==> config.mk <==
export PLATFORM = sky130hd
export DESIGN_NAME = fetch_unit_pipe
export DESIGN_NICKNAME = d
export VERILOG_FILES = /design/src/rtl/fetch_pkg.sv /design/src/rtl/fetch_fifo.sv /design/src/rtl/fetch_unit_pipe.sv
export SDC_FILE = /design/constraint.sdc
export NUM_CORES = 1
export LEC_CHECK = 0
export CORE_UTILIZATION = 25
export DETAILED_ROUTE_END_ITERATION = 16
export GPL_ROUTABILITY_DRIVEN = 0
export PLACE_DENSITY = 0.56
export SYNTH_ARGS = -nofsm -noshare
export SYNTH_HDL_FRONTEND = slang
export SYNTH_SLANG_ARGS = --single-unit
==> constraint.sdc <==
create_clock -name clk -period 2.8 [get_ports clk]
set_input_delay 0.42 -clock clk [delete_from_list [all_inputs] [get_ports clk]]
set_output_delay 0.42 -clock clk [all_outputs]
set_load 0.03 [all_outputs]
==> src/rtl/fetch_pkg.sv <==
// Shared defaults and the redirect-target helper for the instruction fetch stage.
package fetch_pkg;

  localparam int unsigned DEF_PC_W       = 32'd8;
  localparam int unsigned DEF_INSTR_W    = 32'd8;
  localparam int unsigned DEF_OFFS_W     = 32'd6;
  localparam int unsigned DEF_FIFO_DEPTH = 32'd2;

  // Sign-extends an offs_w-bit offset and adds it to base; caller truncates to PC_W.
  function automatic logic [31:0] redirect_target(
    input logic [31:0] base,
    input logic [31:0] offset,
    input int unsigned offs_w
  );
    int unsigned sh;
    logic [31:0] shifted;
    logic [31:0] sext;
    sh      = 32'd32 - offs_w;
    shifted = offset << sh;
    sext    = $signed(shifted) >>> sh;
    return base + sext;
  endfunction

endpackage

==> src/rtl/fetch_fifo.sv <==
// Synchronous fetch buffer with flush; pointers wrap modulo DEPTH so any depth >= 2 works.
module fetch_fifo
  import fetch_pkg::*;
#(
  parameter int unsigned WIDTH = 32'd16,
  parameter int unsigned DEPTH = DEF_FIFO_DEPTH,
  localparam int unsigned PTR_W = (DEPTH > 32'd1) ? $clog2(DEPTH) : 32'd1,
  localparam int unsigned CNT_W = $clog2(DEPTH + 32'd1)
) (
  input  logic             clk,
  input  logic             reset,
  input  logic             push,
  input  logic             pop,
  input  logic             flush,
  input  logic [WIDTH-1:0] wdata,
  output logic [WIDTH-1:0] rdata,
  output logic [CNT_W-1:0] count,
  output logic             empty
);

  logic [WIDTH-1:0] mem [DEPTH];
  logic [PTR_W-1:0] wr_ptr;
  logic [PTR_W-1:0] rd_ptr;
  logic             full;
  logic             do_push;
  logic             do_pop;

  function automatic logic [PTR_W-1:0] ptr_inc(input logic [PTR_W-1:0] p);
    if (p == PTR_W'(DEPTH - 32'd1)) begin
      return {PTR_W{1'b0}};
    end else begin
      return p + PTR_W'(1);
    end
  endfunction

  assign empty   = (count == {CNT_W{1'b0}});
  assign full    = (count == CNT_W'(DEPTH));
  assign do_pop  = pop & ~empty;
  assign do_push = push & (~full | do_pop);
  assign rdata   = mem[rd_ptr];

  // Pointer and occupancy update; flush discards everything buffered.
  always_ff @(posedge clk) begin
    if (reset || flush) begin
      wr_ptr <= {PTR_W{1'b0}};
      rd_ptr <= {PTR_W{1'b0}};
      count  <= {CNT_W{1'b0}};
    end else begin
      if (do_push) wr_ptr <= ptr_inc(wr_ptr);
      if (do_pop)  rd_ptr <= ptr_inc(rd_ptr);
      case ({do_push, do_pop})
        2'b10:   count <= count + CNT_W'(1);
        2'b01:   count <= count - CNT_W'(1);
        default: count <= count;
      endcase
    end
  end

  // Storage write; contents need no reset since count gates visibility.
  always_ff @(posedge clk) begin
    if (do_push && !flush && !reset) mem[wr_ptr] <= wdata;
  end

endmodule

==> src/rtl/fetch_unit_pipe.sv <==
// Instruction fetch stage: PC, credit-based issue to a 1-cycle imem, buffer and redirect flush.
// Optional performance counters are enabled with the FETCH_PERF_CNT_EN macro.
module fetch_unit_pipe
  import fetch_pkg::*;
#(
  parameter int unsigned     PC_W       = DEF_PC_W,
  parameter int unsigned     INSTR_W    = DEF_INSTR_W,
  parameter int unsigned     OFFS_W     = DEF_OFFS_W,
  parameter int unsigned     FIFO_DEPTH = DEF_FIFO_DEPTH,
  parameter logic [PC_W-1:0] RESET_PC   = {PC_W{1'b0}}
) (
  input  logic               clk,
  input  logic               reset,
  output logic               imem_en,
  output logic [PC_W-1:0]    imem_addr,
  input  logic [INSTR_W-1:0] imem_rdata,
  input  logic               redirect_valid,
  input  logic [PC_W-1:0]    redirect_base,
  input  logic [OFFS_W-1:0]  redirect_offset,
  output logic               fetch_valid,
  input  logic               fetch_ready,
  output logic [INSTR_W-1:0] fetch_instr,
  output logic [PC_W-1:0]    fetch_pc
`ifdef FETCH_PERF_CNT_EN
  ,
  output logic [31:0]        perf_fetched,
  output logic [15:0]        perf_flushes
`endif
);

  localparam int unsigned ENTRY_W = PC_W + INSTR_W;
  localparam int unsigned CNT_W   = $clog2(FIFO_DEPTH + 32'd1);

  logic [PC_W-1:0]    pc_q;
  logic               inflight;
  logic [PC_W-1:0]    tag;
  logic [CNT_W-1:0]   fifo_count;
  logic               fifo_empty;
  logic [ENTRY_W-1:0] head;
  logic [CNT_W:0]     demand;
  logic               issue;
  logic               pop;
  logic               push;
  logic [PC_W-1:0]    target;

  // The returning word counts against the credit so it always has a slot.
  assign demand = {1'b0, fifo_count} + (CNT_W + 1)'(inflight) - (CNT_W + 1)'(pop);
  assign issue  = ~reset & ~redirect_valid & (demand < (CNT_W + 1)'(FIFO_DEPTH));

  assign fetch_valid = ~reset & ~fifo_empty & ~redirect_valid;
  assign pop         = fetch_valid & fetch_ready;
  assign push        = inflight & ~redirect_valid;
  assign imem_en     = issue;
  assign imem_addr   = pc_q;
  assign target      = PC_W'(redirect_target(32'(redirect_base), 32'(redirect_offset), OFFS_W));

  fetch_fifo #(
    .WIDTH (ENTRY_W),
    .DEPTH (FIFO_DEPTH)
  ) u_fifo (
    .clk   (clk),
    .reset (reset),
    .push  (push),
    .pop   (pop),
    .flush (redirect_valid),
    .wdata ({tag, imem_rdata}),
    .rdata (head),
    .count (fifo_count),
    .empty (fifo_empty)
  );

  // Head presentation; zeroed when nothing is buffered.
  always_comb begin
    fetch_instr = {INSTR_W{1'b0}};
    fetch_pc    = {PC_W{1'b0}};
    if (reset || fifo_empty) begin
      fetch_instr = {INSTR_W{1'b0}};
      fetch_pc    = {PC_W{1'b0}};
    end else begin
      fetch_instr = head[INSTR_W-1:0];
      fetch_pc    = head[ENTRY_W-1:INSTR_W];
    end
  end

  // PC and in-flight tracking; a redirect kills the pending return.
  always_ff @(posedge clk) begin
    if (reset) begin
      pc_q     <= RESET_PC;
      inflight <= 1'b0;
      tag      <= {PC_W{1'b0}};
    end else if (redirect_valid) begin
      pc_q     <= target;
      inflight <= 1'b0;
      tag      <= tag;
    end else begin
      inflight <= issue;
      if (issue) begin
        pc_q <= pc_q + PC_W'(1);
        tag  <= pc_q;
      end
    end
  end

`ifdef FETCH_PERF_CNT_EN
  // Free-running wrap-around event counters.
  always_ff @(posedge clk) begin
    if (reset) begin
      perf_fetched <= 32'd0;
      perf_flushes <= 16'd0;
    end else begin
      if (pop)            perf_fetched <= perf_fetched + 32'd1;
      if (redirect_valid) perf_flushes <= perf_flushes + 16'd1;
    end
  end
`endif

endmodule

=== Yosys cells after proc, flatten, opt, wreduce, memory -nomap -nowiden ===
Memories as Yosys holds them, arrays and structs flattened. A register that Yosys moved wholly into a read port is not among the register bits.
Index checks and enable logic that the tools add are counted.

* Add/sub/neg operators: 8
* Order comparisons: 1
* Equality and inequality tests: 3
* Muxes and demuxes: 11
* Bitwise gates (word level): 13
* Reductions and logical operators: 11

{| class="wikitable"
|+ Operators by type and width
! kind !! number
|-
| two-way mux 8 bit || 4
|-
| adder 8 x 1 -> 8 bit, second input constant || 1
|-
| adder 8 x 6 -> 8 bit || 1
|-
| bitwise AND 1 bit || 8
|-
| two-way mux 1 bit || 6
|-
| equality test 2 bit, second input constant || 2
|-
| inverter 1 bit || 4
|-
| one-hot mux 2 bit (2 select lines) || 1
|-
| nonzero test 2 bit || 2
|-
| adder 2 x 1 -> 3 bit || 1
|-
| < comparator 3 x 2 -> 1 bit, second input constant || 1
|-
| subtractor 3 x 1 -> 3 bit || 1
|-
| adder 1 bit, second input constant || 2
|-
| adder 2 x 1 -> 2 bit, second input constant || 1
|-
| equality test 2 x 1 -> 1 bit, second input constant || 1
|-
| logical AND 1 bit || 2
|-
| logical NOT 1 bit || 2
|-
| logical NOT 2 bit || 1
|-
| logical OR 1 bit || 2
|-
| AND reduction 2 bit || 1
|-
| OR reduction 2 bit || 1
|-
| subtractor 2 x 1 -> 2 bit, second input constant || 1
|-
| OR 1 bit || 1
|}

* Bits in registers: 21
* RAM bits: 32
* Input bits: 26
* Word-level logic and storage cells: 54
* Memories: 1

{| class="wikitable"
|+ Memories
! memory !! depth !! bits a word !! read ports !! clocked after Yosys merged registers in !! write ports !! line !! text
|-
| u_fifo.mem || 2 || 16 || 1 || 1 || 1 || fetch_fifo.sv:21 || <nowiki>logic [WIDTH-1:0] mem [DEPTH];</nowiki>
|}

=== Logic depth before layout (Yosys ltp) ===
* Depth after elaboration: 12
* Depth in mapped cells: 15

=== By module ===
From an unflattened synthesis, not the netlist that was laid out.

* Cells, all modules: 228
* Area total of the unflattened synthesis: 2,638.8 sq um

{| class="wikitable"
|+ By module, submodules not included
! module !! instances !! cells each !! area each (sq um)
|-
| fetch_fifo || 1 || 78 || 1,400.1
|-
| fetch_unit_pipe || 1 || 150 || 1,238.7
|}

=== Worst setup path after synthesis ===
OpenSTA, ideal clock, no wires.

* Path kind: input to register
* From: in reset
* To: reg pc_q[6], in the netlist imem_addr[6]
* Arrival time: 3.436 ns
* Required time: 2.708 ns
* Slack: -0.728 ns
* Cell stages on the path: 15
* Cells stage by stage: buf_6 > or2_2 > buf_2 > nor2_1 > and2_1 > ha_1 > nand2b_1 > fa_1 > xnor2_1 > nand3_2 > inv_2 > buf_2 > nand4_1 > xor2_1 > o32ai_1

* Longest elaborated chain between the ends: 8
* Elaborated cells on any way between the ends: 9

{| class="wikitable"
|+ RTL lines
! what !! line !! text
|-
| from (decl) || fetch_unit_pipe.sv:13 || <nowiki>input logic reset,</nowiki>
|-
| inverter 1 bit || fetch_unit_pipe.sv:50 || <nowiki>assign fetch_valid = ~reset & ~fifo_empty & ~redirect_valid;</nowiki>
|-
| bitwise AND 1 bit (2 in series) || fetch_unit_pipe.sv:50 ||
|-
| via fetch_valid || fetch_unit_pipe.sv:20 || <nowiki>output logic fetch_valid,</nowiki>
|-
| bitwise AND 1 bit || fetch_unit_pipe.sv:51 || <nowiki>assign pop = fetch_valid & fetch_ready;</nowiki>
|-
| subtractor 3 x 1 -> 3 bit || fetch_unit_pipe.sv:47 || <nowiki>assign demand = {1'b0, fifo_count} + (CNT_W + 1)'(inflight) - (CNT_W + 1)'(pop);</nowiki>
|-
| < comparator 3 x 2 -> 1 bit || fetch_unit_pipe.sv:48 || <nowiki>assign issue = ~reset & ~redirect_valid & (demand < (CNT_W + 1)'(FIFO_DEPTH));</nowiki>
|-
| bitwise AND 1 bit || fetch_unit_pipe.sv:48 ||
|-
| via imem_en || fetch_unit_pipe.sv:14 || <nowiki>output logic imem_en,</nowiki>
|-
| nonzero test 2 bit (no source line) || -- ||
|-
| to (signal assigned) || fetch_unit_pipe.sv:92 || <nowiki>pc_q <= target;</nowiki>
|-
| to (signal assigned) || fetch_unit_pipe.sv:98 || <nowiki>pc_q <= pc_q + PC_W'(1);</nowiki>
|-
| to (decl) || fetch_unit_pipe.sv:34 || <nowiki>logic [PC_W-1:0] pc_q;</nowiki>
|}

The timed path passes the listed nets, and every way through them passes these cells.
A chain may end at the register's enable or synchronous reset.

=== Final worst setup path ===
* From: in fetch_ready
* To: out imem_en

* Longest elaborated chain between the ends: 4

{| class="wikitable"
|+ RTL lines
! what !! line !! text
|-
| from (decl) || fetch_unit_pipe.sv:21 || <nowiki>input logic fetch_ready,</nowiki>
|-
| bitwise AND 1 bit || fetch_unit_pipe.sv:51 ||
|-
| subtractor 3 x 1 -> 3 bit || fetch_unit_pipe.sv:47 ||
|-
| < comparator 3 x 2 -> 1 bit || fetch_unit_pipe.sv:48 ||
|-
| bitwise AND 1 bit || fetch_unit_pipe.sv:48 ||
|-
| to (decl) || fetch_unit_pipe.sv:14 ||
|}

Every way passes these cells.

==> results.py <==
metrics = {
    "outcome": {
        "status": "completed",
    },
    "critical_path": {
        "arrival_ns": 2.31,
        "rr_endpoint": "imem_addr[1]$_SDFFE_PP0P_",
        "cp-startpoint": "fetch_ready",
        "r2r_slack_ns": 0.14,
        "crit_required_ns": 2.38,
        "rr_worst_depth": 13,
        "start_kind": "primary input",
        "cp-end-kind": "primary output",
        "crit_fanout": 2,
        "r2r-start": "u_fifo.count[0]$_SDFFE_PP0P_",
        "worstSetupPathType": "primary input to primary output",
    },
    "die": {
        "fp-row-count": 36,
        "dieWidth_um": 102,
        "io_pins": 52,
        "coreArea_um2": 9730,
        "die-area_um2": 10400,
        "die_y_um": 102,
        "start_util_pct": 25.6,
    },
    "clocking": {
        "htree_levels": 2,
        "cts.sinks": 54,
        "cts_buffers": 5,
        "cts_tree": "done",
        "cts-root-buf": "clkbuf_8",
        "clkLatencyLatePin_ns": 0.30,
        "clkSlewWorstSetupHoldPaths_ns": 0.10,
        "cts_buffer_depth": 2,
        "holdBufCountCts": 0,
    },
    "synth": {
        "netlist_instances": 220,
        "ys.flop_type": "edfxtp_1",
        "syn_area_per_cell_um2": 11.3,
        "async_flop_share_pct": 0,
        "yosysSeqAreaShare_pct": 56.2,
        "ys_warn_count": 0,
        "synth_most_common_cell": "edfxtp_1",
        "synth-seq-cells": 54,
        "post-synth-top-area-cell": "edfxtp_1",
        "synthesis.area_um2": 2490,
        "synth_area_leaders": "edfxtp_1 (39%), dfxtp_1 (18%), mux2i_1 (6.8%)",
        "syn_nets": 257,
        "yosysUniqueCellTypes": 40,
        "synth_commonest_cells": "edfxtp_1 (32), nor2_1 (26), dfxtp_1 (22), nand2_1 (18), mux2i_1 (17)",
        "synth_top_area_share_pct": 38.5,
        "synth_edf_count": 32,
    },
    "global_routing": {
        "grt_max_degree": 18,
        "grt_pass1_vias": 1792,
        "grt_pass1_wl_um": 8450,
        "antenna_found_initial": 0,
        "grt_usage_pct": 10.6,
        "gr-total-overflow": 0,
    },
    "flow_run": {
        "drv_cap": 0,
    },
    "timing": {
        "final-hold-violation-count": 0,
        "fin_skew_ns": 0.00466,
        "relSlewSlack_pct": 78.3,
        "setup_violations": 0,
        "rsz0062_at_grt": "no",
        "fmax_ghz": 0.366,
        "worst_pin_slew_ns": 0.318,
        "period_needed_ns": 2.73,
        "period_share_pct": 97.6,
        "maxSlewViolCount": 0,
    },
    "routing": {
        "ant_nets": 0,
        "wire_per_inst_um": 12.5,
        "drc": 0,
        "via_per_inst": 4.31,
        "dr.pass1.iters": 4,
        "wl_um": 5240,
        "vias": 1802,
        "dr.first_iter.drc_count": 56,
    },
    "cells_and_area": {
        "fin_cells": 418,
        "nets": 321,
        "drive_above_1_share_pct": 20.0,
        "num_antenna_cells": 0,
        "area_growth_syn_to_layout_pct": 34.4,
        "finish.instance_area_um2": 3350,
    },
    "min_path": {
        "hp-start": "tag[5]$_SDFFE_PP0P_",
        "hold_depth": 0,
        "hold_class": "register to register",
        "min_to": "u_fifo.mem[1][13]$_DFFE_PP_",
    },
    "placed_design": {
        "place_area_um2": 3240,
        "portBuffers": 51,
        "dp_hpwl_um": 3720,
        "placed_cells": 407,
    },
    "pwr": {
        "total_power_mw": 1.55,
        "power_density_nw_per_um2": 462,
        "ir_drop_mv": 0.208,
        "p_leak_nw": 1.19,
    },
}
==> area by class of cell <==
class,instances,area (um^2)
Clock inverter,3,16.3
Fill cell,1015,6380
Timing Repair Buffer,67,597
Tap cell,133,166
Multi-Input combinational cell,149,1070
Sequential cell,54,1400
Clock buffer,5,68.8
Inverter,7,28.8
==> placed cells by master (no fill, tap or decap), types with 3 or more instances in the layout <==
master | netlist | routed
a211oi_1 | 4 | 4
o21a_1 | 4 | 4
a311oi_1 | 3 | 3
xor2_1 | 5 | 5
xnor2_1 | 7 | 6
nor2_1 | 26 | 23
clkbuf_8 | 0 | 5
edfxtp_1 | 32 | 32
clkdlybuf4s50_1 | 0 | 31
inv_1 | 6 | 6
nand4_1 | 3 | 3
buf_4 | 0 | 32
nand2_1 | 18 | 18
nor3_1 | 3 | 3
o31a_1 | 3 | 3
nor2_2 | 1 | 3
ha_1 | 9 | 8
nand2b_1 | 4 | 3
nand3_1 | 3 | 3
a21oi_1 | 15 | 15
dfxtp_1 | 22 | 22
mux2i_1 | 17 | 17
==> repair_timing <==
action / 4_1_cts / 5_1_grt
endpoints found under the setup margin: 4 / 4
pin swaps: 4 / 6
gates resized for setup: 4 / 5
setup buffers: 2 / 1
==> worst max-delay path, stage by stage <==
cell	delay, ns
clkdlybuf4s50_1	0.50
and2_4	0.17
ha_4	0.18
nand2b_4	0.14
fa_2	0.38
xnor2_2	0.22
nand3_4	0.11
inv_4	0.07
buf_6	0.12
==> flip-flops by register name (all words and copies together) (netlist names), named ones only <==
| signal | count |
|---|---|
| u_fifo.rd_ptr | 1 |
| u_fifo.wr_ptr | 1 |
| u_fifo.mem | 32 |
| tag | 8 |
| imem_addr | 8 |
| u_fifo.count | 2 |
| inflight | 1 |
==> power by group <==
part	internal, mW	switching, mW
clock	0.171	0.247
combinational	0.121	0.122
sequential	0.861	0.0260
total	1.15	0.395
==> cell families after synthesis <==
kind of cell / synth area share [%]
AND/OR/NAND/NOR: 13.7
buffers and inverters: 3.01
multiplexers: 6.82
adder cells (fa/ha/maj): 6.12
XOR/XNOR: 4.21
AO/OA/AOI/OAI: 9.93
flip-flops: 56.2
==> worst max path at each step <==
| stage | to | slack, ns |
|---|---|---|
| after global routing | imem_en | 0.01 |
| after global placement | imem_en | -0.28 |
| after floorplan | imem_addr[6]$_SDFFE_PP0P_ | -0.18 |
| after detailed placement | imem_addr[4]$_SDFFE_PP0P_ | -0.40 |
| final | imem_en | 0.07 |
| after CTS | imem_en | 0.001 |
==> layer usage <==
| layer | vias up | GRT usage (%) | wire (um) |
|---|---|---|---|
| met4 | 0 | 3.96 | 75 |
| met2 | 49 | 18.8 | 2490 |
| met1 | 834 | 12.5 | 2420 |
| met3 | 5 | 2.46 | 263 |
| li1 | 914 | - | - |
| met5 | - | 0 | 0 |
==> per-stage QoR <==
stage	util (%)	hold slack, ns	worst slack, ns	setup TNS [ns]
2_1_floorplan	-	0.425	-0.184	-0.807
5_1_grt	34.5	0.486	0.0101	0
6_report	34.5	0.468	0.0671	0
4_1_cts	34.3	0.471	0.00129	0
3_3_place_gp	33.3	0.433	-0.283	-2.81
3_5_place_dp	33.3	0.445	-0.395	-4.14
Note: power is estimated with default switching activity, not from simulation.
